==> config.mk <==
export PLATFORM = sky130hd
export DESIGN_NAME = pipe_stage_reg
export DESIGN_NICKNAME = d
export VERILOG_FILES = /design/src/rtl/pipe_stage_reg.sv
export SDC_FILE = /design/constraint.sdc
export NUM_CORES = 1
export LEC_CHECK = 0
export ABC_AREA = 0
export BUFFER_PORTS_ARGS = -buffer_cell sky130_fd_sc_hd__buf_4
export CELL_PAD_IN_SITES_DETAIL_PLACEMENT = 1
export CELL_PAD_IN_SITES_GLOBAL_PLACEMENT = 1
export CORE_MARGIN = 10
export CORE_UTILIZATION = 30
export CTS_BUF_LIST = sky130_fd_sc_hd__clkbuf_16
export CTS_CLUSTER_DIAMETER = 50
export DETAILED_ROUTE_END_ITERATION = 7
export HOLD_SLACK_MARGIN = 0.03
export PLACE_DENSITY = 0.57
export SLEW_MARGIN = 20
export SYNTH_ARGS = -nofsm -noshare
export SYNTH_HDL_FRONTEND = slang
export SYNTH_SLANG_ARGS = --single-unit
==> constraint.sdc <==
create_clock -name clk -period 2.9 [get_ports clk]
set_clock_uncertainty 0.05 [all_clocks]
set_input_delay 0 -clock clk [delete_from_list [all_inputs] [get_ports clk]]
set_output_delay 0 -clock clk [all_outputs]
set_load 0.01 [all_outputs]
==> src/rtl/pipe_stage_reg.sv <==
// Pipeline stage register with a valid/ready handshake. An optional two-entry
// skid buffer gives a registered in_ready. A synchronous flush squashes every
// held beat, and a saturating counter records downstream stall cycles.
//
// state    | meaning
// ---------+-----------------------------------------------
// ST_EMPTY | no beat held, out_valid=0, in_ready=1
// ST_ONE   | main holds the head beat
// ST_TWO   | main and skid both full, in_ready=0 (SKID=1 only)

module pipe_stage_reg #(
   parameter int DATA_W      = 128,
   parameter int CTRL_W      = 8,
   parameter int SKID        = 1,
   parameter int CLR_DATA    = 1,
   parameter int STALL_CNT_W = 16
) (
   input  logic                   clk,
   input  logic                   rst,
   input  logic                   flush,
   input  logic                   in_valid,
   output logic                   in_ready,
   input  logic [CTRL_W-1:0]      in_ctrl,
   input  logic [DATA_W-1:0]      in_data,
   output logic                   out_valid,
   input  logic                   out_ready,
   output logic [CTRL_W-1:0]      out_ctrl,
   output logic [DATA_W-1:0]      out_data,
   output logic [1:0]             occupancy,
   output logic [STALL_CNT_W-1:0] stall_cnt
);

   typedef enum logic [1:0] {
      ST_EMPTY = 2'd0,
      ST_ONE   = 2'd1,
      ST_TWO   = 2'd2
   } state_t;

   localparam logic [STALL_CNT_W-1:0] STALL_ONE = 1;

   state_t                  state;
   logic [CTRL_W-1:0]       main_ctrl;
   logic [CTRL_W-1:0]       skid_ctrl;
   logic [DATA_W-1:0]       main_data;
   logic [DATA_W-1:0]       skid_data;
   logic                    in_ready_r;
   logic                    out_valid_r;
   logic [STALL_CNT_W-1:0]  stall_cnt_r;
   logic                    push;
   logic                    pop;

   // Skid mode breaks the out_ready -> in_ready path with a register;
   // single-register mode accepts whenever the head drains this cycle.
   assign in_ready  = (SKID != 0) ? in_ready_r : (!out_valid_r || out_ready);
   assign push      = in_valid && in_ready && !flush;
   assign pop       = out_valid_r && out_ready;

   assign out_valid = out_valid_r;
   assign out_ctrl  = main_ctrl;
   assign out_data  = main_data;
   assign occupancy = 2'(state);
   assign stall_cnt = stall_cnt_r;

   // Occupancy FSM; ctrl of every vacated entry is zeroed so no stale enables leak out.
   always_ff @(posedge clk or negedge rst) begin
      if (!rst) begin
         state       <= ST_EMPTY;
         out_valid_r <= 1'b0;
         in_ready_r  <= 1'b1;
         main_ctrl   <= '0;
         skid_ctrl   <= '0;
         main_data   <= '0;
         skid_data   <= '0;
      end else if (flush) begin
         state       <= ST_EMPTY;
         out_valid_r <= 1'b0;
         in_ready_r  <= 1'b1;
         main_ctrl   <= '0;
         skid_ctrl   <= '0;
         if (CLR_DATA != 0) begin
            main_data <= '0;
            skid_data <= '0;
         end
      end else begin
         case (state)
            ST_EMPTY: begin
               if (push) begin
                  state       <= ST_ONE;
                  out_valid_r <= 1'b1;
                  main_ctrl   <= in_ctrl;
                  main_data   <= in_data;
               end
            end
            ST_ONE: begin
               if (push && pop) begin
                  main_ctrl <= in_ctrl;
                  main_data <= in_data;
               end else if (push && (SKID != 0)) begin
                  state      <= ST_TWO;
                  in_ready_r <= 1'b0;
                  skid_ctrl  <= in_ctrl;
                  skid_data  <= in_data;
               end else if (pop) begin
                  state       <= ST_EMPTY;
                  out_valid_r <= 1'b0;
                  main_ctrl   <= '0;
               end
            end
            ST_TWO: begin
               if (pop) begin
                  state      <= ST_ONE;
                  in_ready_r <= 1'b1;
                  main_ctrl  <= skid_ctrl;
                  main_data  <= skid_data;
                  skid_ctrl  <= '0;
               end
            end
            default: begin
               state       <= ST_EMPTY;
               out_valid_r <= 1'b0;
               in_ready_r  <= 1'b1;
               main_ctrl   <= '0;
               skid_ctrl   <= '0;
            end
         endcase
      end
   end

   // Saturating stall counter; deliberately survives flush.
   always_ff @(posedge clk or negedge rst) begin
      if (!rst) begin
         stall_cnt_r <= '0;
      end else if (out_valid_r && !out_ready && (stall_cnt_r != '1)) begin
         stall_cnt_r <= stall_cnt_r + STALL_ONE;
      end
   end

endmodule

==> reports/metrics.yaml <==
fin_ws_ns: 0.2135
slowest_delay_ns: 0.57
fin_cells: 2361
p_comb_frac: 0.331
startpoint: "occupancy[1]"
synth_ff_type: "dfrtp_1"
worstPathCellList: "inv_1 > ha_1 > inv_2 > or3_4 > nor4_4 > a22o_1 > dlygate4sd3_1"
syn_area_mm2: 0.01411
r2r_slack_ns: 0.21
fin_tns_setup_ns: 0
gp_congestion: 0.7523
synthCells: 1272
required_ns: 3.34
synth_top_area_share: 0.5161
area_growth_pct: 42.43
cpMaxStageDelayCell: "dlygate4sd3_1"
hold_violations: 0
core_area_mm2: 0.04656
path_buf_inv: 3
hold_class: "in -> reg"
nets: 1859
r2r-start: "occupancy[1]"
clockBufferDepth: 3
grt_max_degree: 140
cts_sinks: 292
multi_input_area_mm2: 0.006185
cap_violations: 0
rsz0062_at_grt: "false"
grt_pass1_wl_um: 71740
via_count: 11059
cp_top_family: "simple AND/OR/NAND/NOR gates"
startpoint_type: "register"
cp_max_fo: 9
drt-total-wl_um: 45070
ys_top_cells_by_area: "dfrtp_1, mux2_4, mux2i_1"
slew_viol_final: 0
syn_area_per_cell_um2: 11.09
relSlewSlack: 0.3153
finalCriticalPeriod_ns: 2.687
cts_root_buffer: "clkbuf_16"
synthArstFlopShare: 1.000
antenna_found_initial: 4
die_height_um: 236.9
clk_latency_ns: 0.56
internal-power_w: 0.01171
seq_power_share: 0.331
power_density_mw_per_mm2: 856.0
grt-ovfl-total: 0
dp_hpwl_um: 28290
r2r_cells: 7
grt_pass1_vias: 12122
ys_seq_area_frac: 0.5180
routedWlPerCell_um: 19.09
ant_nets: 0
peakVddDrop_uv: 427.5
regArea_mm2: 0.007308
hold_path.startpoint: "in_data[72]"
clock.fmax_mhz: 372.2
critPathCaptureType: "register"
rows: 79
drive_above_1_share: 0.3051
grt.total_usage: 0.1580
holdWs_ns: 0.1998
fin_crit_sh: 0.9264
worst_r2r_endpoint: "skid_ctrl[5]"
synth_fp_nets: 1418
hold_depth: 4
worst_pin_slew_ns: 1.024
drc: 0
cts_buffers: 47
synthMostInstantiatedCell: "dfrtp_1"
synth_edf_count: 0
cp.arrival_ns: 3.12
status: "finished clean"
synth_commonest_cells: "dfrtp_1, nand2_1, nor2_1, a21oi_1, mux2i_1"
die_area_mm2: 0.05611
swShare: 0.3191
ys_types: 47
leakagePower_nw: 9.336
critPathKind: "reg -> reg"
power_frac_clock: 0.338
setup_viol: 0
ys_ff_latch: 292
tritoncts: "built"
portBuffers: 296
vias_per_cell: 4.684
numPlacedInstances: 2108
drt_iter0_drc: 474
yosysTopAreaCell: "dfrtp_1"
holdPathEnd: "skid_data[72]"
die_w_um: 236.9
yosys_warnings: 0
power.switching_w: 0.005489
num-fill-cells: 5021
dr.pass1.iters: 4
io_pins: 297
htree_levels: 2
dp_slack_ns: 0.3630
start_util: 0.3031
clkTransAtPathRegs_ns: 0.05
registers in the layout, summed over array words and instances (netlist names):
signal,cells
skid_ctrl,8
occupancy,2
skid_data,128
out_valid,1
out_data,128
out_ctrl,8
stall_cnt,16
in_ready,1
final cells by class:
type / instances / area share
sequential: 292 / 0.3637
multi-input combinational: 884 / 0.3077
timing repair buffer: 482 / 0.2088
clock buffer: 49 / 0.06101
tap: 607 / 0.03779
clock inverter: 37 / 0.01942
inverter: 6 / 0.001121
antenna: 4 / 0.0004981
power groups by stage:
stage	sequential [W]	combinational [W]	clock [W]
after floorplan	0.00585	0.00335	0
after global placement	0.00574	0.00551	0
after detailed placement	0.00575	0.00561	0
after CTS	0.00571	0.00582	0.00599
after global routing	0.00583	0.00618	0.00618
final	0.00570	0.00570	0.00581
placed cells by master (no fill, tap or decap), types with 10 or more instances in the layout:
cell / instances
a22o_1: 25
mux2_4: 121
xor2_1: 10
nor2_1: 135
a21oi_1: 133
dfrtp_1: 291
nor3_1: 10
inv_1: 15
nand2_1: 262
clkbuf_16: 49
buf_12: 12
dlygate4sd3_1: 163
buf_4: 304
mux2i_1: 128
cells by family (layout without fill, tap and decap cells):
kind of cell,after synthesis,after routing,share of synthesized area
compound gates,169,169,0.06890
xor+xnor,13,13,0.008070
fa+ha+maj,5,5,0.004434
buf+inv,96,574,0.04567
flops,292,292,0.5180
mux,259,259,0.2275
other cells,0,4,0
simple gates,438,438,0.1274
stage by stage:
| step | util | cell area [µm²] | total power (W) |
|---|---|---|---|
| 3_5_place_dp | 0.3616 | 16830 | 0.01136 |
| 5_1_grt | 0.4316 | 20090 | 0.01820 |
| 6_report | 0.4317 | 20100 | 0.01720 |
| 3_3_place_gp | 0.3616 | 16830 | 0.01125 |
| 2_1_floorplan | - | 14110 | 0.009197 |
| 4_1_cts | 0.4314 | 20080 | 0.01752 |
worst max-delay path by stage:
stage / endpoint / slack [ns] / cells past startpoint
final: skid_ctrl[5] / 0.21 / 7
after CTS: skid_data[115] / 0.16 / 8
after detailed placement: out_data[10] / 0.36 / 7
after global placement: out_data[9] / 0.43 / 7
after global routing: skid_ctrl[2] / 0.04 / 7
after floorplan: out_data[0] / 0.82 / 8
routing by layer:
metal,wire length (µm),global-route usage
met4,854,0.04304
met2,21710,0.2592
met1,20300,0.2052
met5,0,0
met3,2214,0.03531
tightest hold or removal path, delay by kind of cell:
kind / cells / cell delay (ns)
buffers and inverters: 2 / 0.66
AOI/OAI and AO/OA: 1 / 0.05
and+or+nand+nor: 1 / 0.05
timing repair:
| action | in CTS | in global routing |
|---|---|---|
| endpoints found under the setup margin | 0 | 4 |
| endpoints found under the hold margin | 550 | 0 |
| setup buffers | 0 | 0 |
| hold buffers | 163 | 0 |
| gates resized for setup | 0 | 1 |
(Power assumes the default switching activity.)
